File: src/rtl/usb_rx_pkg.sv
`default_nettype none
// ============================================================================
// usb_rx_pkg : receiver state type and idle (J) line-state constants
// Revision   : 1.0
// ============================================================================
package usb_rx_pkg;

    typedef enum logic [1:0] {
        IDLE   = 2'd0,
        ACTIVE = 2'd1,
        EOP    = 2'd2
    } rx_state_t;

    localparam logic J_DP = 1'b1;
    localparam logic J_DM = 1'b0;

    function automatic logic is_se0(input logic dp, input logic dm);
        return !dp && !dm;
    endfunction

    function automatic logic is_j(input logic dp, input logic dm);
        return (dp == J_DP) && (dm == J_DM);
    endfunction

endpackage
`default_nettype wire

File: src/rtl/sync_high.sv
`default_nettype none
// ============================================================================
// sync_high : two-flop synchronizer whose output resets high
// Revision  : 1.0
// ============================================================================
module sync_high (
    input  logic clk,
    input  logic n_rst,
    input  logic async_in,
    output logic sync_out
);

    logic meta_q;
    logic meta_d;
    logic sync_q;
    logic sync_d;

    always_comb begin
        meta_d = async_in;
        sync_d = meta_q;
    end

    always_ff @(posedge clk or negedge n_rst) begin
        if (!n_rst) begin
            meta_q <= 1'b1;
            sync_q <= 1'b1;
        end else begin
            meta_q <= meta_d;
            sync_q <= sync_d;
        end
    end

    assign sync_out = sync_q;

endmodule
`default_nettype wire

File: src/rtl/sync_low.sv
`default_nettype none
// ============================================================================
// sync_low : two-flop synchronizer whose output resets low
// Revision : 1.0
// ============================================================================
module sync_low (
    input  logic clk,
    input  logic n_rst,
    input  logic async_in,
    output logic sync_out
);

    logic meta_q;
    logic meta_d;
    logic sync_q;
    logic sync_d;

    always_comb begin
        meta_d = async_in;
        sync_d = meta_q;
    end

    always_ff @(posedge clk or negedge n_rst) begin
        if (!n_rst) begin
            meta_q <= 1'b0;
            sync_q <= 1'b0;
        end else begin
            meta_q <= meta_d;
            sync_q <= sync_d;
        end
    end

    assign sync_out = sync_q;

endmodule
`default_nettype wire

File: src/rtl/usb_bit_timer.sv
`default_nettype none
// ============================================================================
// usb_bit_timer : bit-period counter, realigned on every D+ transition
// Revision      : 1.0
// ============================================================================
module usb_bit_timer #(
    parameter int CLKS_PER_BIT = 8,
    parameter int SAMPLE_POINT = 3
) (
    input  logic clk,
    input  logic n_rst,
    input  logic clear,
    input  logic dp_edge,
    output logic sample
);

    localparam int               CNT_W      = $clog2(CLKS_PER_BIT);
    localparam logic [CNT_W-1:0] CNT_LAST   = CNT_W'(CLKS_PER_BIT - 1);
    localparam logic [CNT_W-1:0] CNT_SAMPLE = CNT_W'(SAMPLE_POINT);

    logic [CNT_W-1:0] cnt_q;
    logic [CNT_W-1:0] cnt_d;

    // A transition coinciding with the sample point wins: no sample, restart.
    always_comb begin
        cnt_d  = cnt_q + CNT_W'(1);
        if (clear || dp_edge || (cnt_q == CNT_LAST)) begin
            cnt_d = '0;
        end
        sample = !clear && !dp_edge && (cnt_q == CNT_SAMPLE);
    end

    always_ff @(posedge clk or negedge n_rst) begin
        if (!n_rst) begin
            cnt_q <= '0;
        end else begin
            cnt_q <= cnt_d;
        end
    end

endmodule
`default_nettype wire

File: src/rtl/usb_rx_sampler.sv
`default_nettype none
// ============================================================================
// usb_rx_sampler : USB full-speed receive front-end (sync, bit timing, NRZI, EOP)
// Revision       : 1.0
// ============================================================================
module usb_rx_sampler
    import usb_rx_pkg::*;
#(
    parameter int CLKS_PER_BIT = 8,
    parameter int SAMPLE_POINT = 3
) (
    input  logic clk,
    input  logic n_rst,
    input  logic d_plus_raw,
    input  logic d_minus_raw,
    input  logic rcv_enable,
    output logic shift_en,
    output logic d_orig,
    output logic eop,
    output logic rx_active
);

    logic      d_plus_sync;
    logic      d_minus_sync;
    logic      dp_edge;
    logic      timer_clear;
    logic      sample;
    logic      line_se0;
    logic      line_j;
    logic      nrzi_bit;

    logic      dp_prev_q,   dp_prev_d;
    rx_state_t state_q,     state_d;
    logic      last_bit_q,  last_bit_d;
    logic      shift_en_q,  shift_en_d;
    logic      d_orig_q,    d_orig_d;
    logic      eop_q,       eop_d;
    logic      rx_active_q, rx_active_d;

    sync_high u_sync_dp (
        .clk      (clk),
        .n_rst    (n_rst),
        .async_in (d_plus_raw),
        .sync_out (d_plus_sync)
    );

    sync_low u_sync_dm (
        .clk      (clk),
        .n_rst    (n_rst),
        .async_in (d_minus_raw),
        .sync_out (d_minus_sync)
    );

    assign dp_edge     = d_plus_sync ^ dp_prev_q;
    assign timer_clear = (state_q == IDLE) || !rcv_enable;

    usb_bit_timer #(
        .CLKS_PER_BIT (CLKS_PER_BIT),
        .SAMPLE_POINT (SAMPLE_POINT)
    ) u_bit_timer (
        .clk     (clk),
        .n_rst   (n_rst),
        .clear   (timer_clear),
        .dp_edge (dp_edge),
        .sample  (sample)
    );

    assign line_se0 = is_se0(d_plus_sync, d_minus_sync);
    assign line_j   = is_j(d_plus_sync, d_minus_sync);
    // NRZI: no change on the line decodes as 1.
    assign nrzi_bit = (d_plus_sync == last_bit_q);

    always_comb begin
        dp_prev_d   = d_plus_sync;
        state_d     = state_q;
        last_bit_d  = last_bit_q;
        shift_en_d  = 1'b0;
        d_orig_d    = d_orig_q;
        eop_d       = 1'b0;
        rx_active_d = (state_q != IDLE);

        if (!rcv_enable) begin
            state_d    = IDLE;
            last_bit_d = J_DP;
        end else begin
            case (state_q)
                IDLE: begin
                    if (dp_edge) begin
                        state_d = ACTIVE;
                    end
                end
                ACTIVE: begin
                    if (sample) begin
                        shift_en_d = 1'b1;
                        if (line_se0) begin
                            state_d  = EOP;
                            eop_d    = 1'b1;
                            d_orig_d = 1'b0;
                        end else begin
                            d_orig_d   = nrzi_bit;
                            last_bit_d = d_plus_sync;
                        end
                    end
                end
                EOP: begin
                    if (sample) begin
                        if (line_se0) begin
                            eop_d = 1'b1;
                        end else if (line_j) begin
                            state_d    = IDLE;
                            last_bit_d = J_DP;
                        end else begin
                            state_d    = ACTIVE;
                            shift_en_d = 1'b1;
                            d_orig_d   = nrzi_bit;
                            last_bit_d = d_plus_sync;
                        end
                    end
                end
                default: begin
                    state_d = IDLE;
                end
            endcase
        end
    end

    always_ff @(posedge clk or negedge n_rst) begin
        if (!n_rst) begin
            dp_prev_q   <= 1'b1;
            state_q     <= IDLE;
            last_bit_q  <= 1'b1;
            shift_en_q  <= 1'b0;
            d_orig_q    <= 1'b1;
            eop_q       <= 1'b0;
            rx_active_q <= 1'b0;
        end else begin
            dp_prev_q   <= dp_prev_d;
            state_q     <= state_d;
            last_bit_q  <= last_bit_d;
            shift_en_q  <= shift_en_d;
            d_orig_q    <= d_orig_d;
            eop_q       <= eop_d;
            rx_active_q <= rx_active_d;
        end
    end

    assign shift_en  = shift_en_q;
    assign d_orig    = d_orig_q;
    assign eop       = eop_q;
    assign rx_active = rx_active_q;

endmodule
`default_nettype wire

File: config.mk
export PLATFORM = sky130hd
export DESIGN_NAME = usb_rx_sampler
export DESIGN_NICKNAME = d
export VERILOG_FILES = /design/src/rtl/usb_rx_pkg.sv /design/src/rtl/sync_high.sv /design/src/rtl/sync_low.sv /design/src/rtl/usb_bit_timer.sv /design/src/rtl/usb_rx_sampler.sv
export SDC_FILE = /design/constraint.sdc
export NUM_CORES = 1
export LEC_CHECK = 0
export ABC_AREA = 1
export CORE_MARGIN = 1
export CORE_UTILIZATION = 35
export DETAILED_ROUTE_END_ITERATION = 6
export HOLD_SLACK_MARGIN = 0.1
export PLACE_DENSITY_LB_ADDON = 0.1
export SYNTH_ARGS = -nofsm -noshare
export SYNTH_HDL_FRONTEND = slang
export SYNTH_SLANG_ARGS = --single-unit
File: constraint.sdc
create_clock -name clk -period 1.2 [get_ports clk]
set_input_delay 0.24 -clock clk [delete_from_list [all_inputs] [get_ports clk]]
set_output_delay 0.24 -clock clk [all_outputs]
set_load 0.03 [all_outputs]
# == After elaboration in Yosys (flattened, before gate mapping) ==
# Cells that the tools add are included.
# totals
reg_bits,15
latchBits,0
mem_bits_rw,0
romBits,0
in_bits,5
output_inout_bits,4
wordCells,82
n_memories,0
# op_classes
add_sub_neg,1
mul,0
n_div,0
order_cmp,0
n_eq_ne,16
shift,0
muxes,32
bitwise_logic,2
n_reduce_logical,19
# ops
cell,count
1-bit 2-to-1 mux,21
"3-bit != test, second input constant",5
2-bit 2-to-1 mux,6
5-bit AND reduction,2
"2-bit != test, second input constant",4
1-bit case mux with 2 select lines,3
2-bit case mux with 3 select lines,1
6-bit AND reduction,1
1-bit zero test,5
1-bit logical AND,4
2-bit nonzero test,2
"3-bit by 1-bit adder with 3-bit output, second input constant",1
"3-bit by 2-bit equality test with 1-bit output, second input constant",1
"3-bit equality test, second input constant",1
1-bit logical OR,3
3-bit 2-to-1 mux,1
"3-bit by 1-bit != test with 1-bit output, second input constant",1
"3-bit by 2-bit != test with 1-bit output, second input constant",1
"2-bit by 1-bit equality test with 1-bit output, second input constant",1
"2-bit equality test, second input constant",1
2-bit zero test,1
2-bit OR reduction,1
1-bit equality test,1
1-bit NOT,1
1-bit XOR,1

# == Depth between registers and ports, before layout ==
# logic_depth
ltp_word,8
mapped_depth,10
mapped_depth_nobuf,10

# == Hierarchy ==
# Synthesis repeated with hierarchy kept, for this count alone.
# hier_totals
cells_unflattened,95
area_unflattened_um2,848.3
# by_module_without_submodules
module,n_inst,cells_per_inst,area_each_um2,seq_area_each_um2
usb_rx_sampler,1,76,595.6,203.9
usb_bit_timer,1,15,150.1,75.1
sync_high,1,2,52.6,52.6
sync_low,1,2,50.0,50.0

# == Worst setup path after synthesis ==
# Ideal clock, no wire load.
# synth_timing
path_kind,reg-to-reg
start,register state_q[0]
end,register state_q[0]
setup_ps,118
arrival_ps,1185
required_ps,1082
path_slack_ps,-103
stages_incl_launch_ff,9
path_buffers,0
synth_period_minus_slack_ps,1303
path_cell_list,dfrtp_1 > inv_1 > ha_1 > nor2_4 > nand3_2 > nand2_2 > nand3_1 > nand2_1 > nand2_1
# synth_between
elab_chain_len,7
word_cells_on_any_way,15
cone_classes,eq/ne: 7; mux: 2; reduce/logical: 6
# synth_rtl
item,line,source
from (decl),usb_rx_sampler.sv:33,"rx_state_t state_q, state_d;"
from (signal assigned),usb_rx_sampler.sv:138,state_q <= state_d;
2-bit zero test,"usb_rx_sampler.sv:55, usb_rx_sampler.sv:86",
1-bit logical OR,usb_rx_sampler.sv:55,assign timer_clear = (state_q == IDLE) || !rcv_enable;
1-bit zero test,usb_bit_timer.sv:30,sample = !clear && !dp_edge && (cnt_q == CNT_SAMPLE);
1-bit logical AND (2 in series),usb_bit_timer.sv:30,
3-bit != test (no source line),--,
5-bit AND reduction (no source line),--,
# Parallel ways exist; a longest one is shown, timed or not.
# A chain may end at the register's enable or synchronous reset.

# == Worst setup path in the final report ==
# Ends and elaborated chain as after synthesis.

==> reports/summary.txt <==
Status: complete, but fails checks
Failing checks: negative setup slack
Area added between synthesis and finish: 45.6%
Top Registers: u_bit_timer.cnt_q (3), state_q (2)
Syn avg cell area: 9.03 um^2
CP Capture Type: register
Final min period: 1.32 ns
Setup WS post-layout: -0.116 ns
Hold Crit Class: in -> async
Power after layout: 1880 uW
Max-cap check violation count: 0
FP Rows: 16
Syn nets: 96
CTS clk-pin slew, worst paths: 0.09 ns
Switching Share: 38.8%
Reg2reg start: state_q[0]
Crit-path max cell delay: 0.47 ns
Vias per cell: 4.44
Logic pwr share: 47.4%
Die Span Y: 48.3 um
Hpwl dp: 1070 um
Crit. path cell count: 5
Clock power frac: 15.7%
IO Port Bufs: 8
DR iter-0 viols: 9
Crit path max-delay family: flip-flops
Die Span X: 48.3 um
Inserted Clock Buffers: 3
Most common cell after layout, fill and taps aside: buf_4
Syn Inst Count: 83
CP Buf/Inv Count: 0
Most frequent cells in the layout: buf_4 (16), nand2_1 (15), inv_1 (8), dfrtp_1 (8)
Initial antenna violation count: 0
Startpoint Class: register
Insertion delay to the later sink of the worst-skew pair: 0.29 ns
CP Launch Point: state_q[0]
Filler cell count: 173
Io pins: 9
Max reg flops: 3
Post-route DRC: 0
Setup CP Type: reg -> reg
Clock Sinks: 15
GR Overflow Total: 0
Finished Core Util: 55.1%
Register name with the most flops: u_bit_timer.cnt_q
Slew Limit Fails: 0
Synth Warn #: 0
DP Area: 971 um^2
Clock Tree Buf Depth: 2
Post-synthesis register bit count: 15
Slew HR: 83.7%
Fin. Hold Viols: 0
Setup Skew: 0.00221 ns
Overall track demand over capacity in global routing: 15.8%
Total die area: 2330 um^2
Finish-stage setup viols: 9
CTS root buffer: clkbuf_4
Final Instance Area: 1090 um^2
Arrival @ worst endpoint: 1.54 ns
Switching pwr: 730 uW
Core Area: 1980 um^2
CTS Hold Bufs: 0
Vias in the first global route: 532
Part of the power in registers: 36.9%
Leakage power: 0.000515 uW
Sequential area share after synthesis: 50.9%
Req. time, crit path: 1.43 ns
CP max-delay cell: dfrtp_2
Initial Util: 37.8%
Htree depth: 1
Hold Slack: 0.249 ns
Share of layout cells above drive strength 1: 50.0%
# diodes: 0
Fin crit share: 110%
Worst R2R Path Depth: 5
Total iterations of the first detailed-routing run: 3
Max frequency: 760 MHz
Synthesized cell area: 749 um^2
P per Cell Area: 1720 nW/um^2
First-pass GRT wire length: 2300 um
ANT nets after route: 0
Total length of routed wires: 1500 um
Via Count: 600
Max IR drop VDD: 1130 uV
Post-layout net count: 122
Actual slew at the worst max-slew pin: 0.244 ns
Placer Congestion: 0.793
Largest net degree at the start of global routing: 16
RSZ-0062 raised after global routing: true
Wire per inst: 11.1 um
Max FO, Critical Path: 4
Internal Power: 1150 uW
Chain of cells forming the critical path: ha_2 -> or2_0 -> a21oi_1 -> nand4_1 -> nand2_1
Netlist cell types: 18
CTS tree: built
cell usage after synthesis:
master,number,area (um^2)
ha_1,8,100
nor3_1,2,10.0
dfrtp_1,10,250
nand2_2,1,6.26
nor2_4,1,11.3
inv_1,13,48.8
or2_0,1,6.26
inv_2,1,3.75
nand3_2,1,10.0
o21ai_0,2,10.0
o21ai_1,1,5.00
dfstp_2,5,131
a21oi_1,3,15.0
nor2_1,8,30.0
nand2_1,19,71.3
nand3_1,4,20.0
nand4_1,2,12.5
nand3b_1,1,7.51
metal layers:
layer,part of all wire (%),GRT usage [%],up-vias
li1,-,-,309
met1,45,19.1,278
met2,49,24.0,9
met3,2.5,4.44,4
met4,3.0,11.7,0
met5,0,0,-
power groups by stage:
| stage | clock [uW] | combinational, uW | sequential [uW] |
|---|---|---|---|
| final | 294 | 891 | 693 |
| after global placement | 0 | 717 | 681 |
| after global routing | 336 | 972 | 708 |
| after detailed placement | 0 | 707 | 685 |
| after floorplan | 0 | 440 | 703 |
| after CTS | 308 | 801 | 679 |
worst register-to-register path, cell delays in order, from the launching register on:
cell and delay (ns):
dfrtp_2 0.47, ha_2 0.20, or2_0 0.22, a21oi_1 0.15, nand4_1 0.13, nand2_1 0.09
worst paths after layout:
| check | end | slack [ns] |
|---|---|---|
| worst max-delay path | state_q[0] | -0.12 |
| max in group asynchronous | d_orig | 0.71 |
| worst min-delay path | eop | 0.25 |
| min in group clk | u_sync_dp.meta_q | 0.34 |
| worst min register to register | u_sync_dm.sync_out | 0.36 |
| worst max register to register | state_q[0] | -0.12 |
metrics by stage:
stage / cells / setup slack, ns / TNS, ns
2_1_floorplan: 83 / -0.00778 / -0.0104
3_3_place_gp: 129 / -0.213 / -1.43
3_5_place_dp: 129 / -0.251 / -1.62
4_1_cts: 135 / -0.124 / -0.512
5_1_grt: 135 / -0.179 / -1.02
6_report: 135 / -0.116 / -0.434
repair_timing:
| item | CTS | global route |
|---|---|---|
| setup buffers | 2 | 0 |
| hold endpoints to repair | 0 | 0 |
| endpoints found under the setup margin | 10 | 10 |
| pin swaps | 1 | 7 |
| resized for setup | 7 | 17 |
kinds of logic after synthesis:
family          count (synthesis)  synth area share [%]
simple gates                   40                  24.7
compound gates                  6                  4.01
buf+inv                        14                  7.01
fa+ha+maj                       8                  13.4
flops                          15                  50.9
area by class of cell:
| cell class | instances | area [um^2] | area share (%) |
|---|---|---|---|
| clock buffer | 3 | 22.5 | 2.06 |
| clock inverter | 1 | 5.00 | 0.459 |
| inverter | 14 | 55.1 | 5.05 |
| multi-input combinational | 54 | 419 | 38.4 |
| sequential | 15 | 384 | 35.2 |
| tap | 27 | 33.8 | 3.10 |
| timing repair buffer | 21 | 171 | 15.7 |
Power figures use the tool's default switching activity.
